**config.mk**
```make
export PLATFORM = sky130hd
export DESIGN_NAME = usb_cs_command_decoder
export DESIGN_NICKNAME = d
export VERILOG_FILES = /design/src/rtl/usb_cs_pkg.sv /design/src/rtl/usb_cs_command_decoder.sv
export SDC_FILE = /design/constraint.sdc
export NUM_CORES = 1
export LEC_CHECK = 0
export BUFFER_PORTS_ARGS = -buffer_cell sky130_fd_sc_hd__buf_4
export CORE_UTILIZATION = 30
export CTS_BUF_LIST = sky130_fd_sc_hd__clkbuf_4 sky130_fd_sc_hd__clkbuf_8
export DETAILED_ROUTE_END_ITERATION = 8
export GPL_ROUTABILITY_DRIVEN = 0
export SLEW_MARGIN = 15
export SYNTH_ARGS = -nofsm -noshare
export SYNTH_HDL_FRONTEND = slang
export SYNTH_SLANG_ARGS = --single-unit
```
**constraint.sdc**
```tcl
create_clock -name clk -period 2.25 [get_ports clk]
set_input_delay 0.3375 -clock clk [delete_from_list [all_inputs] [get_ports clk]]
set_output_delay 0.3375 -clock clk [all_outputs]
set_load 0.1 [all_outputs]
```
**src/rtl/usb_cs_pkg.sv**
```systemverilog
// Shared constants and FSM state type for the USB command/status decoder.
// Opcodes and status words are visible on the wire and must match the host software.
package usb_cs_pkg;

   localparam logic [15:0] SYNC_WORD_DEFAULT = 16'hBE11;

   localparam logic [7:0] OP_WRITE = 8'h01;
   localparam logic [7:0] OP_READ  = 8'h02;

   typedef enum logic [15:0] {
      STATUS_OK      = 16'h0000,
      STATUS_BAD_OP  = 16'h0001,
      STATUS_ZERO_N  = 16'h0002,
      STATUS_TIMEOUT = 16'h0003
   } status_e;

   typedef enum logic [3:0] {
      HUNT,
      GET_CMD,
      SEND_HDR,
      SEND_CMD,
      GET_ADDR,
      GET_DATA,
      REG_RD,
      REG_WAIT,
      SEND_DATA,
      SEND_STATUS
   } state_e;

endpackage

```
**src/rtl/usb_cs_command_decoder.sv**
```systemverilog
// Parses command packets from the inbound CS FIFO, drives the local register bus
// and streams the response packet into the outbound CS FIFO.
module usb_cs_command_decoder
   import usb_cs_pkg::*;
#(
   parameter logic [15:0] SYNC_WORD      = SYNC_WORD_DEFAULT,
   parameter int          TIMEOUT_CYCLES = 1024
) (
   input  logic        clk,
   input  logic        rst,
   input  logic        rd_cs_fifo_empty,
   input  logic [15:0] rd_cs_fifo_data,
   output logic        rd_cs_fifo_re,
   input  logic        wr_cs_fifo_full,
   output logic [15:0] wr_cs_fifo_data,
   output logic        wr_cs_fifo_we,
   output logic [15:0] reg_addr,
   output logic [15:0] reg_wdata,
   output logic        reg_we,
   output logic        reg_re,
   input  logic [15:0] reg_rdata,
   output logic        busy,
   output logic [15:0] sync_err_count
);

   localparam int            TW       = $clog2(TIMEOUT_CYCLES + 1);
   localparam logic [TW-1:0] TMO_LAST = TW'(TIMEOUT_CYCLES - 1);

   state_e        state;
   logic          pend;      // a read strobe was issued last cycle; data is valid now
   logic [15:0]   cmd_q;
   logic [15:0]   rdata_q;
   status_e       status_q;
   logic [7:0]    rem_q;
   logic [TW-1:0] tmo_cnt;

   logic fetch_state;
   logic send_state;
   logic tmo_state;
   logic fetch;
   logic push;
   logic timed_out;
   logic last_item;
   logic op_valid;

   assign fetch_state = state inside {HUNT, GET_CMD, GET_ADDR, GET_DATA};
   assign tmo_state   = state inside {GET_ADDR, GET_DATA};
   assign send_state  = state inside {SEND_HDR, SEND_CMD, SEND_DATA, SEND_STATUS};

   // NOTE: the FIFO strobes are combinational because empty/full must gate them in the
   // same cycle; registering them would either drop or duplicate a word.
   assign fetch = !rst && fetch_state && !pend && !rd_cs_fifo_empty;
   assign push  = !rst && send_state && !wr_cs_fifo_full;

   assign rd_cs_fifo_re = fetch;
   assign wr_cs_fifo_we = push;
   assign busy          = (state != HUNT);

   assign timed_out = tmo_state && !pend && rd_cs_fifo_empty && (tmo_cnt == TMO_LAST);
   assign last_item = (rem_q == 8'd1);
   assign op_valid  = (cmd_q[15:8] == OP_WRITE) || (cmd_q[15:8] == OP_READ);

   // NOTE: every branch assigns the output, starting from a default, so no latch is inferred.
   always_comb begin
      wr_cs_fifo_data = 16'h0000;
      case (state)
         SEND_HDR:    wr_cs_fifo_data = SYNC_WORD;
         SEND_CMD:    wr_cs_fifo_data = cmd_q;
         SEND_DATA:   wr_cs_fifo_data = rdata_q;
         SEND_STATUS: wr_cs_fifo_data = status_q;
         default:     wr_cs_fifo_data = 16'h0000;
      endcase
   end

   // NOTE: sequential state uses non-blocking assignments only, so every read below sees
   // the value from before this edge regardless of statement order.
   always_ff @(posedge clk) begin
      if (rst) begin
         state          <= HUNT;
         pend           <= 1'b0;
         cmd_q          <= 16'h0000;
         rdata_q        <= 16'h0000;
         status_q       <= STATUS_OK;
         rem_q          <= 8'd0;
         tmo_cnt        <= '0;
         reg_addr       <= 16'h0000;
         reg_wdata      <= 16'h0000;
         reg_we         <= 1'b0;
         reg_re         <= 1'b0;
         sync_err_count <= 16'h0000;
      end else begin
         reg_we <= 1'b0;
         reg_re <= 1'b0;
         pend   <= fetch;

         // Only an empty FIFO while waiting for a payload word advances the timeout.
         if (fetch)
            tmo_cnt <= '0;
         else if (tmo_state && !pend && rd_cs_fifo_empty)
            tmo_cnt <= timed_out ? '0 : tmo_cnt + 1'b1;

         case (state)
            HUNT: if (pend) begin
               if (rd_cs_fifo_data == SYNC_WORD)
                  state <= GET_CMD;
               else if (sync_err_count != 16'hFFFF)
                  sync_err_count <= sync_err_count + 16'd1;
            end

            GET_CMD: if (pend) begin
               cmd_q <= rd_cs_fifo_data;
               rem_q <= rd_cs_fifo_data[7:0];
               state <= SEND_HDR;
            end

            SEND_HDR: if (push) state <= SEND_CMD;

            SEND_CMD: if (push) begin
               if (!op_valid) begin
                  status_q <= STATUS_BAD_OP;
                  state    <= SEND_STATUS;
               end else if (rem_q == 8'd0) begin
                  status_q <= STATUS_ZERO_N;
                  state    <= SEND_STATUS;
               end else begin
                  state <= GET_ADDR;
               end
            end

            GET_ADDR: if (pend) begin
               reg_addr <= rd_cs_fifo_data;
               if (cmd_q[15:8] == OP_WRITE) begin
                  state <= GET_DATA;
               end else begin
                  reg_re <= 1'b1;
                  state  <= REG_RD;
               end
            end else if (timed_out) begin
               status_q <= STATUS_TIMEOUT;
               state    <= SEND_STATUS;
            end

            GET_DATA: if (pend) begin
               reg_wdata <= rd_cs_fifo_data;
               reg_we    <= 1'b1;
               rem_q     <= rem_q - 8'd1;
               if (last_item) begin
                  status_q <= STATUS_OK;
                  state    <= SEND_STATUS;
               end else begin
                  state <= GET_ADDR;
               end
            end else if (timed_out) begin
               status_q <= STATUS_TIMEOUT;
               state    <= SEND_STATUS;
            end

            // reg_re is high during REG_RD; the slave answers in the following cycle.
            REG_RD: state <= REG_WAIT;

            REG_WAIT: begin
               rdata_q <= reg_rdata;
               state   <= SEND_DATA;
            end

            SEND_DATA: if (push) begin
               rem_q <= rem_q - 8'd1;
               if (last_item) begin
                  status_q <= STATUS_OK;
                  state    <= SEND_STATUS;
               end else begin
                  state <= GET_ADDR;
               end
            end

            SEND_STATUS: if (push) state <= HUNT;

            default: state <= HUNT;
         endcase
      end
   end

endmodule
```
==> implementation parameters, run 1 <==
Parameter                              Value

Critical path
  Setup crit end    wr_cs_fifo_data[6]
  Maximum net fanout on the critical path    6
  Arrival time of the worst setup path    1.97 ns
  Depth of the worst register-to-register path    6
  CP max stage cell    a222oi_1
  Startpoint type of the worst setup path    flip-flop
  Critical R2R Capture    status_q[10]$_SDFFE_PP0P_
  Critical path class    reg -> out
  Critical Path Max Stage Delay    0.46 ns
  FF-to-FF Start    state[3]$_SDFFE_PP0P_
  Start point of the critical path    state[2]$_SDFFE_PP0P_
  Buffers and inverters on the worst path    5
  Levels on crit path    7
  Largest delay contributor family on the critical path    buffers and inverters
  Most common cell type on the critical path    buf_6
  Cell Chain, Critical Path    buf_6 -> inv_4 -> and3_4 -> buf_6 -> a222oi_1 -> inv_2 -> buf_12
  Critical Path End Type    primary output
  Setup slack of the most critical reg-to-reg path    0.09 ns
  Crit path required time    1.91 ns

Synthesis
  Synth async-reset ratio    0
  Cell types occupying the most area after synthesis    dfxtp_1 43%, nand2_1 11%, a21oi_1 8.2%
  Part of the Yosys area used for sequential elements    0.433
  Yosys reg bits    122
  Synthesized cell area    5650 um^2
  Ys flop type    dfxtp_1
  Post-Synthesis Net Count    758
  Cell type contributing the most total cell area after synthesis    dfxtp_1
  Total of warnings raised by yosys    0
  Mapped Avg Cell Area    7.88 um^2
  Synthesized instance count    717
  Number of library cell types mapped by synthesis    64
  Post-synth top area share    0.433
  Number of enable flip-flop cells after synthesis    0

CTS
  TritonCTS clock tree    yes
  Skew-Pair Late Insertion Delay    0.44 ns
  Hold-fix buffer count after cts    0
  Clk buf depth    2
  Sink count of the clock tree    122
  Clock-pin slew reported for the worst setup and hold paths after clock tree synthesis    0.08 ns
  Number of levels in the clock H-tree    4
  Number of clock buffers inserted by TritonCTS    17
  Clock root buffer    clkbuf_8

Routing
  Via total after detailed routing    5460
  DR iter-0 viols    391
  Drt via density    5.02
  Detailed Routing Iterations Pass 1    9
  Routed wire length    16900 um
  Count of unresolved DRC violations after routing    3
  Post-route antenna net violation count    0
  Routed WL per cell    15.6 um

Placed design
  Detail Placement HPWL    11500 um
  Post-placement worst setup slack    0.0681 ns
  Cell Count Post-Placement    1045
  Number of I/O port buffers    104

Final layout
  Ant diodes    0
  Filler cells    1807
  Number of nets in the layout    887
  Commonest non-fill, non-tap cell in the layout    nand2_1
  Proportion of layout cells with a drive suffix above 1    0.310
  Most frequent cells in the layout    161 x nand2_1, 121 x buf_4, 103 x dfxtp_1, 93 x a21oi_1, 36 x nor2_1
  Area added between synthesis and finish    39.5%
  Share of the core filled with cells    0.433
  Fin cells    1088

Floorplan
  Io pins    105
  Overall die area    19400 um^2
  Initial standard-cell utilization of the core    0.310
  Std-Cell Core Area    18200 um^2
  Num rows    49
  Die Y-Extent    139 um
  Die extent in x    139 um

Global route
  Met2 Use GR    0.278
  Highest-utilization routing layer at the global route stage    met2
  Total congestion overflow    0
  Global-route met3 utilization    0.0407
  Vias in the first global route    5138
  Wire length of the first global-routing pass    27000 um
  Initial antenna violation count    0
  Pin count of the biggest net entering global routing    108
  Met1 layer usage reported by global route    0.236
  GRT Total Usage    0.174

STA
  Worst setup slack after layout    -0.0613 ns
  Fin Clk Skew    0.0172 ns
  Share of the cycle needed by the critical path after routing    1.03
  Final setup violation count    5
  Max-slew headroom    0.574
  Transition time at the pin with the least slew margin    0.636 ns
  Final-layout setup total negative slack    -0.134 ns
  Count of endpoints failing hold in the final timing report    0
  Setup repair after global routing missed its margin    yes
  Upper clock frequency limit    433 MHz
  Max-slew violations    0
  Final critical delay including setup and external delays    2.31 ns

Power
  Share of total power in combinational logic    0.041
  Part of the power in the clock network    0.490
  Pwr dens    583 nW/um^2
  Switching power    1.07 mW
  Sequential fraction of design power    0.470
  Total power of the final layout    4.60 mW
  Proportion of total power due to net switching    0.234
  VDD IR-drop max    338 uV
  Static Leak    2.92 nW
  P_int    3.52 mW

Min path
  Kind of path behind the tightest hold check    in -> reg

Outcome
  Status    complete, but fails checks
  Failing checks    design-rule violations, negative setup slack

Job
  Maximum capacitance violations    0
==> power groups by stage <==
stage	sequential, mW	clock, mW	combinational, mW
2_1_floorplan	2.23	0	0.0718
3_3_place_gp	2.21	0	0.182
6_report	2.16	2.25	0.187
5_1_grt	2.16	2.39	0.203
3_5_place_dp	2.21	0	0.182
4_1_cts	2.16	2.31	0.183
==> cell usage after synthesis (all sizes together), types with 3 or more instances <==
library cell and instances:
a21oi 95, a222oi 8, a22o 3, a22oi 8, a31oi 3, and2 19
and3 8, buf 10, clkbuf 30, dfxtp 122, ha 5, inv 22
mux2 7, nand2 163, nand2b 11, nand3 17, nand3b 3, nand4 9
nor2 38, nor2b 13, nor3 21, nor4 8, nor4b 3, o211ai 4
o21ai 24, o31ai 8, or3 9, or3b 4, or4 7, xnor2 6
==> layer usage <==
metal	vias to the layer above	wire [um]
li1	2767	-
met1	2564	8150
met2	123	7910
met3	6	748
met4	0	116
met5	-	0
==> cell type report <==
class                      count  area, um^2  share of cell area
clock buffer                  20         269              0.0341
tap                          229         287              0.0364
clock inverter                12         188              0.0238
inverter                      22        85.1              0.0108
timing repair buffer         149        1380               0.175
multi-input combinational    534        3190               0.405
sequential                   122        2480               0.314
==> state kept, by name, indices dropped and copies added, names as in the netlist <==
register,cells
reg_wdata,16
state,4
reg_addr,16
sync_err_count,16
rem_q,8
reg_we,1
tmo_cnt,11
rdata_q,16
reg_re,1
status_q,16
pend,1
cmd_q,16
==> per-stage QoR <==
step           hold slack, ns  instance area [um^2]
2_1_floorplan           0.417                  5780
3_3_place_gp            0.438                  6960
3_5_place_dp            0.441                  6960
4_1_cts                0.0907                  7670
5_1_grt                0.0973                  7880
6_report                0.111                  7880
==> worst min path at each step <==
stage,from,to,depth (start not counted)
global placement,cmd_q[4]$_SDFFE_PP0P_,cmd_q[4]$_SDFFE_PP0P_,2
global route,rd_cs_fifo_empty,pend$_SDFF_PP0_,2
CTS,rd_cs_fifo_empty,pend$_SDFF_PP0_,2
detailed placement,cmd_q[0]$_SDFFE_PP0P_,cmd_q[0]$_SDFFE_PP0P_,2
finish,rd_cs_fifo_empty,pend$_SDFF_PP0_,2
floorplan,rd_cs_fifo_empty,pend$_SDFF_PP0_,1
==> logic make-up after synthesis <==
group / after synthesis / synth area share
xor gates and xnor gates: 8 / 0.0124
and+or+nand+nor: 343 / 0.302
AOI/OAI and AO/OA: 169 / 0.182
DFF: 122 / 0.433
adders and majority gates: 5 / 0.0111
buffers and inverters: 62 / 0.0441
muxes: 8 / 0.0157
==> what timing repair did <==
| action | CTS | global route |
|---|---|---|
| pin swaps | 6 | 15 |
| buffers inserted | 6 | 4 |
| resized for setup | 57 | 36 |
| endpoints found under the setup margin | 17 | 34 |
| cloned | 1 | 1 |
Note: power is estimated with default switching activity, not from simulation.
==> run 2: changes to the inputs <==
==> constraint.sdc (replaced) <==
create_clock -name clk -period 2.25 [get_ports clk]
set_input_delay 0.1125 -clock clk [delete_from_list [all_inputs] [get_ports clk]]
set_output_delay 0.1125 -clock clk [all_outputs]
set_load 0.1 [all_outputs]
==> run 2 against run 1 <==
Net effect:
- the flow finishes with violations (design-rule violations)
- global-route usage is 0.18 points higher
- setup slack better by 0.14 ns
- clock power decreased by 24%
- clock skew fell by 0.0033 ns
- critical path depth fell by 1
- power down 11%
- non-clock buffer count is 33 higher
- fmax increased by 6.4%
- largest power group is now sequential cells
- routed wire length fell by 1.1%
- register-to-register slack better by 0.04 ns
==> implementation parameters, run 2 (synthesis gave the netlist of run 1 again) <==
Parameter                              Value

Critical path
  Setup slack of the most critical reg-to-reg path    0.13 ns (+0.04 ns)
  Critical R2R Capture    status_q[2]$_SDFFE_PP0P_
  FF-to-FF Start    state[3]$_SDFFE_PP0P_
  Critical Path End Type    primary output
  Arrival time of the worst setup path    2.06 ns (+0.09 ns)
  Most common cell type on the critical path    buf_4
  Critical Path Max Stage Delay    0.40 ns (-0.06 ns)
  Crit path required time    2.14 ns (+0.23 ns)
  Cell Chain, Critical Path    buf_4 -> nor4b_4 -> buf_4 -> a222oi_1 -> inv_1 -> buf_6
  Depth of the worst register-to-register path    5 (-1)
  Startpoint type of the worst setup path    flip-flop
  CP max stage cell    nor4b_4
  Critical path class    reg -> out
  Maximum net fanout on the critical path    9 (+3)

Final layout
  Commonest non-fill, non-tap cell in the layout    nand2_1
  Most frequent cells in the layout    163 x nand2_1, 128 x buf_4, 103 x dfxtp_1, 93 x a21oi_1, 37 x nor2_1
  Proportion of layout cells with a drive suffix above 1    0.272 (-0.0381)
  Fin cells    1120 (+2.9%)
  Ant diodes    0 (unchanged)
  Number of nets in the layout    920 (+3.7%)
  Area added between synthesis and finish    38.0%

CTS
  Sink count of the clock tree    122 (unchanged)
  TritonCTS clock tree    yes
  Clock-pin slew reported for the worst setup and hold paths after clock tree synthesis    0.08 ns (about the same)
  Clock root buffer    clkbuf_8
  Clk buf depth    2 (unchanged)
  Number of levels in the clock H-tree    4 (unchanged)
  Skew-Pair Late Insertion Delay    0.44 ns (about the same)
  Number of clock buffers inserted by TritonCTS    17 (unchanged)

STA
  Max-slew headroom    0.503 (-0.0715)
  Share of the cycle needed by the critical path after routing    0.965 (-0.0619)
  Max-slew violations    0 (unchanged)
  Fin Clk Skew    0.0139 ns (-0.00330 ns)
  Final critical delay including setup and external delays    2.17 ns (-0.139 ns)
  Worst setup slack after layout    0.0779 ns (+0.139 ns)
  Upper clock frequency limit    460 MHz (+6.4%)
  Worst hold-check slack    0.296 ns (+0.185 ns)
  Count of endpoints failing hold in the final timing report    0 (unchanged)
  Transition time at the pin with the least slew margin    0.746 ns (+0.110 ns)
  Final setup violation count    0 (-5)

Placed design
  Number of I/O port buffers    104 (unchanged)
  Post-placement worst setup slack    0.0927 ns (+0.0246 ns)
  Detail Placement HPWL    11400 um (-0.61%)
  Cell Count Post-Placement    1042 (-0.29%)

Routing
  DR iter-0 viols    418 (+6.9%)
  Count of unresolved DRC violations after routing    3 (unchanged)
  Post-route antenna net violation count    0 (unchanged)
  Drt via density    5.00 (-0.42%)
  Via total after detailed routing    5597 (+2.5%)
  Detailed Routing Iterations Pass 1    9 (unchanged)
  Routed wire length    16700 um (-1.1%)
  Routed WL per cell    14.9 um (-3.9%)

Floorplan
  Overall die area    19400 um^2 (unchanged)
  Die Y-Extent    139 um (unchanged)
  Std-Cell Core Area    18200 um^2 (unchanged)
  Initial standard-cell utilization of the core    0.310 (unchanged)
  Io pins    105 (unchanged)
  Num rows    49 (unchanged)
  Die extent in x    139 um (unchanged)

Power
  P_int    3.08 mW (-13%)
  Static Leak    2.96 nW (+1.6%)
  Pwr dens    527 nW/um^2 (-9.7%)
  Switching power    1.02 mW (-4.6%)
  Proportion of total power due to net switching    0.250 (+0.0158)
  Sequential fraction of design power    0.527 (+0.057)
  Total power of the final layout    4.11 mW (-11%)
  Share of total power in combinational logic    0.055 (+0.014)
  Part of the power in the clock network    0.418 (-0.072)
  VDD IR-drop max    315 uV (-6.8%)

Global route
  Wire length of the first global-routing pass    27200 um (+0.95%)
  Total congestion overflow    0 (unchanged)
  Vias in the first global route    5222 (+1.6%)
  GRT Total Usage    0.176 (+0.00176)
  Pin count of the biggest net entering global routing    66 (-39%)
  Initial antenna violation count    0 (unchanged)

Min path
  Kind of path behind the tightest hold check    in -> reg
  Hold Path Stages    5 (+3)
  Hold Crit Start    rst
  End point of the most critical hold path    status_q[0]$_SDFFE_PP0P_

Job
  Maximum capacitance violations    0 (unchanged)

Outcome
  Failing checks    design-rule violations
  Status    complete, but fails checks
[run 2: cell count changes in the layout (fill, tap and decap cells not counted), sizes merged]
| cell | previous run | this run |
|---|---|---|
| inv | 24 | 23 |
| dlygate4sd3 | 0 | 34 |
| bufinv | 4 | 0 |
| a41oi | 2 | 1 |
| and3 | 8 | 9 |
| clkinv | 2 | 6 |
| buf | 149 | 148 |
[run 2: worst max path at each step]
stage / to / slack, ns / cells after the start / start
after floorplan: wr_cs_fifo_data[0] / -0.74 / 6 / state[1]$_SDFFE_PP0P_
after global placement: status_q[3]$_SDFFE_PP0P_ / 0.12 / 5 / state[1]$_SDFFE_PP0P_
after detailed placement: status_q[3]$_SDFFE_PP0P_ / 0.09 / 5 / state[1]$_SDFFE_PP0P_
after CTS: wr_cs_fifo_data[0] / -0.0002 / 6 / state[1]$_SDFFE_PP0P_
after global routing: wr_cs_fifo_data[2] / -0.0005 / 7 / state[1]$_SDFFE_PP0P_
final: wr_cs_fifo_data[8] / 0.08 / 6 / state[0]$_SDFFE_PP0P_
[run 2: metal layers]
layer / part of all wire / track usage
met2: 0.46 / 0.279
met5: 0 / 0
met1: 0.48 / 0.235
met3: 0.045 / 0.0383
met4: 0.014 / 0.0567
[run 2: final cells by class]
| class | instances | area, um^2 |
|---|---|---|
| fillers | 1811 | 10400 |
| clock buffers | 20 | 269 |
| repair buffers | 182 | 1540 |
| well taps | 229 | 287 |
| multi-input cells | 534 | 3070 |
| inverters | 22 | 82.6 |
| flip-flops and latches | 122 | 2470 |
| clock inverters | 11 | 72.6 |
[run 2: power groups by stage]
| stage | clock (mW) | combinational (mW) | sequential, mW |
|---|---|---|---|
| 2_1_floorplan | 0 | 0.0705 | 2.23 |
| 3_3_place_gp | 0 | 0.180 | 2.21 |
| 3_5_place_dp | 0 | 0.179 | 2.21 |
| 4_1_cts | 1.78 | 0.227 | 2.16 |
| 5_1_grt | 1.88 | 0.244 | 2.16 |
| 6_report | 1.72 | 0.228 | 2.16 |
[run 2: metrics by stage]
step	instance area (um^2)	TNS, ns	utilization
after global routing	7790	-0.000478	0.428
after floorplan	5750	-0.738	-
after global placement	6890	0	0.379
after CTS	7680	-0.000159	0.422
final	7790	0	0.428
after detailed placement	6890	0	0.379
[run 2: worst max-delay path, delay by kind of cell, from the launching register on]
| kind | cells | cell delay, ns |
|---|---|---|
| buffers and inverters | 4 | 0.75 |
| AND/OR/NAND/NOR | 1 | 0.40 |
| flip-flops | 1 | 0.37 |
| AO/OA/AOI/OAI | 1 | 0.10 |
[run 2: timing repair]
action / 4_1_cts / 5_1_grt
gates cloned: 1 / 1
resized for setup: 27 / 11
setup buffers: 1 / 10
hold buffers: 34 / 0
endpoints found under the setup margin: 16 / 17
endpoints found under the hold margin: 67 / 0
pin swaps: 6 / 3
